==> src/rtl/fir_pkg.sv <==
// Shared FIR accelerator types: sample, bus, rate and output-FIFO word.
package fir_pkg;

  localparam int FIR_DATA_W = 16;
  localparam int FIR_RATE_W = 4;

  typedef logic signed [FIR_DATA_W-1:0] FIR_DATA_SAMPLE;
  typedef logic [FIR_RATE_W-1:0]        FIR_UP_RATE;
  typedef FIR_UP_RATE                   FIR_DOWN_RATE;

  typedef struct packed {
    FIR_DATA_SAMPLE data;
    logic           valid;
  } FIR_DATA_BUS;

  typedef struct packed {
    FIR_DATA_SAMPLE data;
    logic           last;
  } fir_out_word_t;

  typedef enum logic {
    OUT_EMPTY = 1'b0,
    OUT_VALID = 1'b1
  } out_state_e;

endpackage

==> src/rtl/fir_sync_fifo.sv <==
// Synchronous FIFO with a registered head word, so the entry at the read
// pointer is always presented from a flop, including right after a pop.
module fir_sync_fifo #(
  parameter int WIDTH = 17,
  parameter int DEPTH = 16
) (
  input  logic                   clk,
  input  logic                   rst_n,
  input  logic                   push_i,
  input  logic [WIDTH-1:0]       push_data_i,
  input  logic                   pop_i,
  output logic                   full_o,
  output logic                   empty_o,
  output logic [$clog2(DEPTH):0] count_o,
  output logic [WIDTH-1:0]       head_o
);

  localparam int AW = $clog2(DEPTH);

  logic [WIDTH-1:0] mem_q [DEPTH];
  logic [AW-1:0]    wr_ptr_q, rd_ptr_q;
  logic [AW:0]      count_q, count_d;
  logic [WIDTH-1:0] head_q, head_d;
  logic             push_ok, pop_ok;

  assign full_o  = (count_q == (AW+1)'(DEPTH));
  assign empty_o = (count_q == '0);
  assign count_o = count_q;
  assign head_o  = head_q;

  // A full FIFO still accepts a push when a pop frees a slot in the same cycle.
  assign pop_ok  = pop_i && !empty_o;
  assign push_ok = push_i && (!full_o || pop_ok);

  // NOTE: storage is deliberately left out of reset; pointers and count define validity.
  always_ff @(posedge clk) begin
    if (push_ok) mem_q[wr_ptr_q] <= push_data_i;
  end

  // NOTE: every always_comb output gets a default first so no latch is inferred.
  always_comb begin
    head_d  = head_q;
    count_d = count_q;
    case ({push_ok, pop_ok})
      2'b10:   count_d = count_q + (AW+1)'(1);
      2'b01:   count_d = count_q - (AW+1)'(1);
      default: count_d = count_q;
    endcase
    if (pop_ok) begin
      if (count_q > (AW+1)'(1)) head_d = mem_q[rd_ptr_q + AW'(1)];
      else if (push_ok)         head_d = push_data_i;
    end else if (empty_o && push_ok) begin
      head_d = push_data_i;
    end
  end

  // NOTE: sequential state uses non-blocking assignments only.
  always_ff @(posedge clk or negedge rst_n) begin
    if (!rst_n) begin
      wr_ptr_q <= '0;
      rd_ptr_q <= '0;
      count_q  <= '0;
      head_q   <= '0;
    end else begin
      if (push_ok) wr_ptr_q <= wr_ptr_q + AW'(1);
      if (pop_ok)  rd_ptr_q <= rd_ptr_q + AW'(1);
      count_q <= count_d;
      head_q  <= head_d;
    end
  end

endmodule

==> src/rtl/stream_master_rate.sv <==
// FIR output AXI4-Stream master: decimator, output FIFO and TVALID FSM.
// Define FIR_DECIM_EN to build the run-time decimator; otherwise every valid sample is kept.
module stream_master_rate
  import fir_pkg::*;
#(
  parameter int FIFO_DEPTH   = 16,
  parameter int AFULL_MARGIN = 12
) (
  input  logic                                M_AXIS_ACLK,
  input  logic                                M_AXIS_ARESETN,
  input  FIR_DATA_BUS                         stream_in,
  input  logic                                last_in,
  input  FIR_DOWN_RATE                        rate,
  output logic                                is_ready,
  output logic                                overflow,
  output logic                                M_AXIS_TVALID,
  output logic [$bits(FIR_DATA_SAMPLE)-1:0]   M_AXIS_TDATA,
  output logic [$bits(FIR_DATA_SAMPLE)/8-1:0] M_AXIS_TSTRB,
  output logic                                M_AXIS_TLAST,
  input  logic                                M_AXIS_TREADY
);

  localparam int CW = $clog2(FIFO_DEPTH) + 1;

  logic          keep;
  fir_out_word_t push_word, head;
  logic          fifo_full, fifo_empty;
  logic [CW-1:0] fifo_count;
  logic          pop, more_entries;
  out_state_e    state_q;
  logic          tvalid_q, is_ready_q, overflow_q;

`ifdef FIR_DECIM_EN
  FIR_DOWN_RATE phase_q, phase_d;

  // Frame end always forces a keep and restarts the phase for the next frame.
  always_comb begin
    phase_d = phase_q;
    keep    = 1'b0;
    if (stream_in.valid) begin
      keep = (phase_q == '0) || last_in;
      if (last_in)              phase_d = '0;
      else if (phase_q == rate) phase_d = '0;
      else                      phase_d = phase_q + FIR_DOWN_RATE'(1);
    end
  end

  always_ff @(posedge M_AXIS_ACLK or negedge M_AXIS_ARESETN) begin
    if (!M_AXIS_ARESETN) phase_q <= '0;
    else                 phase_q <= phase_d;
  end
`else
  logic unused_rate;
  assign unused_rate = ^rate;
  assign keep        = stream_in.valid;
`endif

  assign push_word = '{data: stream_in.data, last: last_in};
  assign pop       = tvalid_q && M_AXIS_TREADY;

  fir_sync_fifo #(
    .WIDTH ($bits(fir_out_word_t)),
    .DEPTH (FIFO_DEPTH)
  ) u_fifo (
    .clk         (M_AXIS_ACLK),
    .rst_n       (M_AXIS_ARESETN),
    .push_i      (keep),
    .push_data_i (push_word),
    .pop_i       (pop),
    .full_o      (fifo_full),
    .empty_o     (fifo_empty),
    .count_o     (fifo_count),
    .head_o      (head)
  );

  // During a pop any concurrent push is accepted, so it also counts as a next entry.
  assign more_entries = (fifo_count > CW'(1)) || keep;

  always_ff @(posedge M_AXIS_ACLK or negedge M_AXIS_ARESETN) begin
    if (!M_AXIS_ARESETN) begin
      state_q  <= OUT_EMPTY;
      tvalid_q <= 1'b0;
    end else begin
      case (state_q)
        OUT_EMPTY: begin
          if (!fifo_empty) begin
            state_q  <= OUT_VALID;
            tvalid_q <= 1'b1;
          end
        end
        OUT_VALID: begin
          if (M_AXIS_TREADY && !more_entries) begin
            state_q  <= OUT_EMPTY;
            tvalid_q <= 1'b0;
          end
        end
        default: begin
          state_q  <= OUT_EMPTY;
          tvalid_q <= 1'b0;
        end
      endcase
    end
  end

  always_ff @(posedge M_AXIS_ACLK or negedge M_AXIS_ARESETN) begin
    if (!M_AXIS_ARESETN) begin
      is_ready_q <= 1'b1;
      overflow_q <= 1'b0;
    end else begin
      is_ready_q <= (FIFO_DEPTH - int'(fifo_count)) >= AFULL_MARGIN;
      overflow_q <= overflow_q || (keep && fifo_full && !pop);
    end
  end

  assign is_ready      = is_ready_q;
  assign overflow      = overflow_q;
  assign M_AXIS_TVALID = tvalid_q;
  assign M_AXIS_TDATA  = head.data;
  assign M_AXIS_TLAST  = head.last;
  assign M_AXIS_TSTRB  = '1;

endmodule
==> config.mk <==
export PLATFORM = sky130hd
export DESIGN_NAME = stream_master_rate
export DESIGN_NICKNAME = d
export VERILOG_FILES = /design/src/rtl/fir_pkg.sv /design/src/rtl/fir_sync_fifo.sv /design/src/rtl/stream_master_rate.sv
export SDC_FILE = /design/constraint.sdc
export NUM_CORES = 1
export LEC_CHECK = 0
export ABC_AREA = 1
export BUFFER_PORTS_ARGS = -buffer_cell sky130_fd_sc_hd__buf_2
export CAP_MARGIN = 0
export CELL_PAD_IN_SITES_DETAIL_PLACEMENT = 0
export CELL_PAD_IN_SITES_GLOBAL_PLACEMENT = 1
export CORE_ASPECT_RATIO = 0.7
export CORE_MARGIN = 10
export CORE_UTILIZATION = 49
export DETAILED_ROUTE_END_ITERATION = 16
export PLACE_DENSITY = 0.83
export SETUP_SLACK_MARGIN = 0.15
export SLEW_MARGIN = 10
export SYNTH_ARGS = -nofsm -noshare
export SYNTH_HDL_FRONTEND = slang
export SYNTH_HIERARCHICAL = 1
export SYNTH_SLANG_ARGS = --single-unit
export TNS_END_PERCENT = 30
==> constraint.sdc <==
create_clock -name M_AXIS_ACLK -period 2.7 [get_ports M_AXIS_ACLK]
set_clock_uncertainty 0.2 [all_clocks]
set_input_delay 0.27 -clock M_AXIS_ACLK [delete_from_list [all_inputs] [get_ports M_AXIS_ACLK]]
set_output_delay 0.27 -clock M_AXIS_ACLK [all_outputs]
set_load 0.05 [all_outputs]
==> flow_summary.json <==
{
  "drt-vias-per-instance": 5.15,
  "chipWidth_um": 218,
  "synth_simple_gate_area_share_pct": 23.8,
  "std_cell_rows": 50,
  "synth.mux.area_fraction_pct": 0,
  "cts_made_buffers": 29,
  "slew_violations": 0,
  "synth.ff_latch_count": 306,
  "synth_edf_count": 272,
  "reg2reg_depth": 8,
  "netlist_top_cells_area": "edfxtp_1 (61%), nand2_1 (14%), nand3_1 (6.6%)",
  "timing.reg2reg.setup_slack_ps": 300,
  "ctsRootBufferMaster": "clkbuf_16",
  "grt_pass1_vias": 8755,
  "syn-cell-area_um2": 13500,
  "detailedPlacementHpwl_um": 19900,
  "routed_wl_um": 33500,
  "timing.hold.worst.class": "primary input to asynchronous set/reset pin",
  "detail_route.first_pass.iterations": 5,
  "achievable-frequency_mhz": 416,
  "yosysMostFrequentCell": "nand2_1",
  "dominant_combinational_cell_family_by_area_after_synthesis": "simple AND/OR/NAND/NOR gates",
  "gp_routability_congestion": 0.829,
  "cts_tree": "built",
  "min_period_ps": 2400,
  "synth.yosys.seq_area_share_pct": 67.0,
  "post_synth_inst_count": 1315,
  "ys.flop_type": "edfxtp_1",
  "cts.sink_count": 306,
  "timing.final.hold_violations": 0,
  "p_leak_nw": 6.67,
  "antenna_found_initial": 2,
  "timing.critical_path.fanout_max": 11,
  "coreArea_um2": 26900,
  "yosysWarningCount": 6,
  "holdWs_ps": 58.3,
  "drv.max_cap_violation_count": 0,
  "vdd.ir_drop.worst_mv": 1.04,
  "dieArea_um2": 34600,
  "synth_compound_area_share_pct": 0.353,
  "fillCellCount": 2252,
  "die_height_um": 159,
  "tightest_slew_ps": 777,
  "detail_route.drc_violations": 0,
  "finalSetupViolations": 0,
  "grt_max_degree": 137,
  "grt_first_pass_wirelength_um": 51400,
  "boundaryPins": 47,
  "clockBufferDepth": 3,
  "total_negative_slack_ps": 0,
  "wire_per_inst_um": 18.8,
  "worstSkewPairLatency_ps": 560,
  "worst_slew_slack_as_a_fraction_of_its_limit_pct": 48.2,
  "route.antenna.remaining_nets": 0,
  "outcome": "completed",
  "initial_core_util_pct": 50.1,
  "regToRegStartpoint": "u_fifo/count_o[0]",
  "synth_xor_xnor_area_share_pct": 1.03,
  "clk_transition_reported_paths_ps": 70,
  "synth_async_sr_flop_share_pct": 11.1,
  "syn2layout_area_growth_pct": 15.5,
  "cts-htree-levels": 1,
  "synth_cell_type_count": 31,
  "power_density_nw_per_um2": 1170,
  "crit_path_start": "u_fifo/count_o[0]",
  "port-buffer-count": 40,
  "required_ps": 2730,
  "synth.cells.most_frequent": "nand2_1 (494), edfxtp_1 (272), nand3_1 (178), inv_1 (156), nor2_1 (58)",
  "via_count": 9162,
  "crit_path_end_kind": "flop",
  "cts_resized": 0,
  "postCtsSetupRepairBufs": 0,
  "synth_largest_type_area_fraction_pct": 60.7,
  "crit-reg2reg-capture": "u_fifo/mem_q[11][12]",
  "synth_largest_area_cell": "edfxtp_1",
  "nNetsFinal": 1427,
  "grt_setup_unrepaired": "no",
  "post_synth.cell_area_avg_um2": 10.2,
  "synth_fa_ha_area_share_pct": 0.836,
  "timing.final.crit_share_pct": 89.0,
  "setup.worst_path.start_class": "flop",
  "setup_cp_type": "flop to flop",
  "cp.arrival_ps": 2430,
  "final_global_route_overflow_total": 0,
  "track_usage_pct": 19.5,
  "detail_route.iter0.violations": 795,
  "layout-drive-gt1-share_pct": 12.9
}
## layout make-up
cell class                      instances  area [um^2]  share of cell area (%)
Tap cell                              364          455                    2.93
Timing Repair Buffer                  108          976                    6.27
Sequential cell                       306         9020                    58.0
Clock inverter                         22          186                    1.20
Multi-Input combinational cell        788         3580                    23.0
Inverter                              160          606                    3.89
Clock buffer                           30          729                    4.69
Antenna cell                            1         2.50                  0.0161
## worst max path at each step
stage | slack, ps | endpoint
2_1_floorplan | 70 | u_fifo/mem_q[0][0]
3_3_place_gp | 420 | u_fifo/mem_q[11][2]
3_5_place_dp | 360 | u_fifo/mem_q[11][1]
4_1_cts | 330 | u_fifo/mem_q[11][14]
5_1_grt | 170 | u_fifo/mem_q[11][14]
6_report | 300 | u_fifo/mem_q[11][12]
## layer usage
layer	vias up	wire length, um	GRT usage, %
met2	292	14700	30.2
met5	-	12	0
met3	51	2460	4.23
li1	4411	-	-
met4	2	833	5.17
met1	4406	15500	27.4
## flip-flops by register name, summed over array words and instances (netlist names)
| signal | count |
|---|---|
| u_fifo/head_o | 17 |
| u_fifo/mem_q | 272 |
| u_fifo/wr_ptr_q | 4 |
| overflow | 1 |
| u_fifo/count_o | 5 |
| M_AXIS_TVALID | 1 |
| state_q | 1 |
| is_ready | 1 |
| u_fifo/rd_ptr_q | 4 |
## critical path, stage by stage (launching register included)
cell and delay, ps:
dfrtp_1 470, inv_1 120, ha_1 250, nand4_1 100
nand2_1 120, nor2_1 230, inv_1 170, nor2_2 130
buf_4 280
## cell usage in the layout, fill, tap and decap left out, drive strengths merged
| cell | synthesis | layout |
|---|---|---|
| buf | 42 | 87 |
| clkinv | 1 | 16 |
| edfxtp | 272 | 272 |
| dfrtp | 33 | 33 |
| bufinv | 0 | 3 |
| ha | 9 | 9 |
| conb | 1 | 2 |
| xnor2 | 2 | 2 |
| clkinvlp | 0 | 3 |
| dlygate4sd3 | 0 | 21 |
| dfstp | 1 | 1 |
| nor2 | 62 | 62 |
| diode | 0 | 1 |
| clkbuf | 20 | 30 |
| nand4 | 3 | 3 |
| and2 | 1 | 1 |
| xor2 | 10 | 10 |
| o21ai | 8 | 8 |
| o21bai | 1 | 1 |
| nand2 | 495 | 495 |
| inv | 159 | 160 |
| nand3 | 195 | 195 |
## report_power, final
group          internal, mW  switching, mW  total [mW]
clock                  2.24           1.73        3.97
combinational          2.47           5.49        7.95
sequential             5.84          0.359        6.20
## cell families after synthesis
logic type               Yosys count
AND/OR/NAND/NOR                  756
flip-flops                       306
buffers and inverters            222
XOR/XNOR                          12
AO/OA/AOI/OAI                      9
adder cells (fa/ha/maj)            9
other                              1
## per-stage QoR
stage / instances / power (mW) / utilization (%) / cell area, um^2 / setup WS (ps)
floorplan: 1316 / 11.5 / - / 13500 / 68.7
global placement: 1705 / 14.1 / 53.6 / 14400 / 416
detailed placement: 1705 / 14.2 / 53.6 / 14400 / 357
CTS: 1778 / 18.2 / 57.8 / 15600 / 333
global route: 1778 / 19.2 / 57.8 / 15600 / 175
finish: 1779 / 18.1 / 57.8 / 15600 / 297
## repair_timing
action | in CTS | in global routing
hold buffers | 21 | 0
hold endpoints to repair | 299 | 0
setup endpoints to repair | 0 | 0
Power figures use the tool's default switching activity.
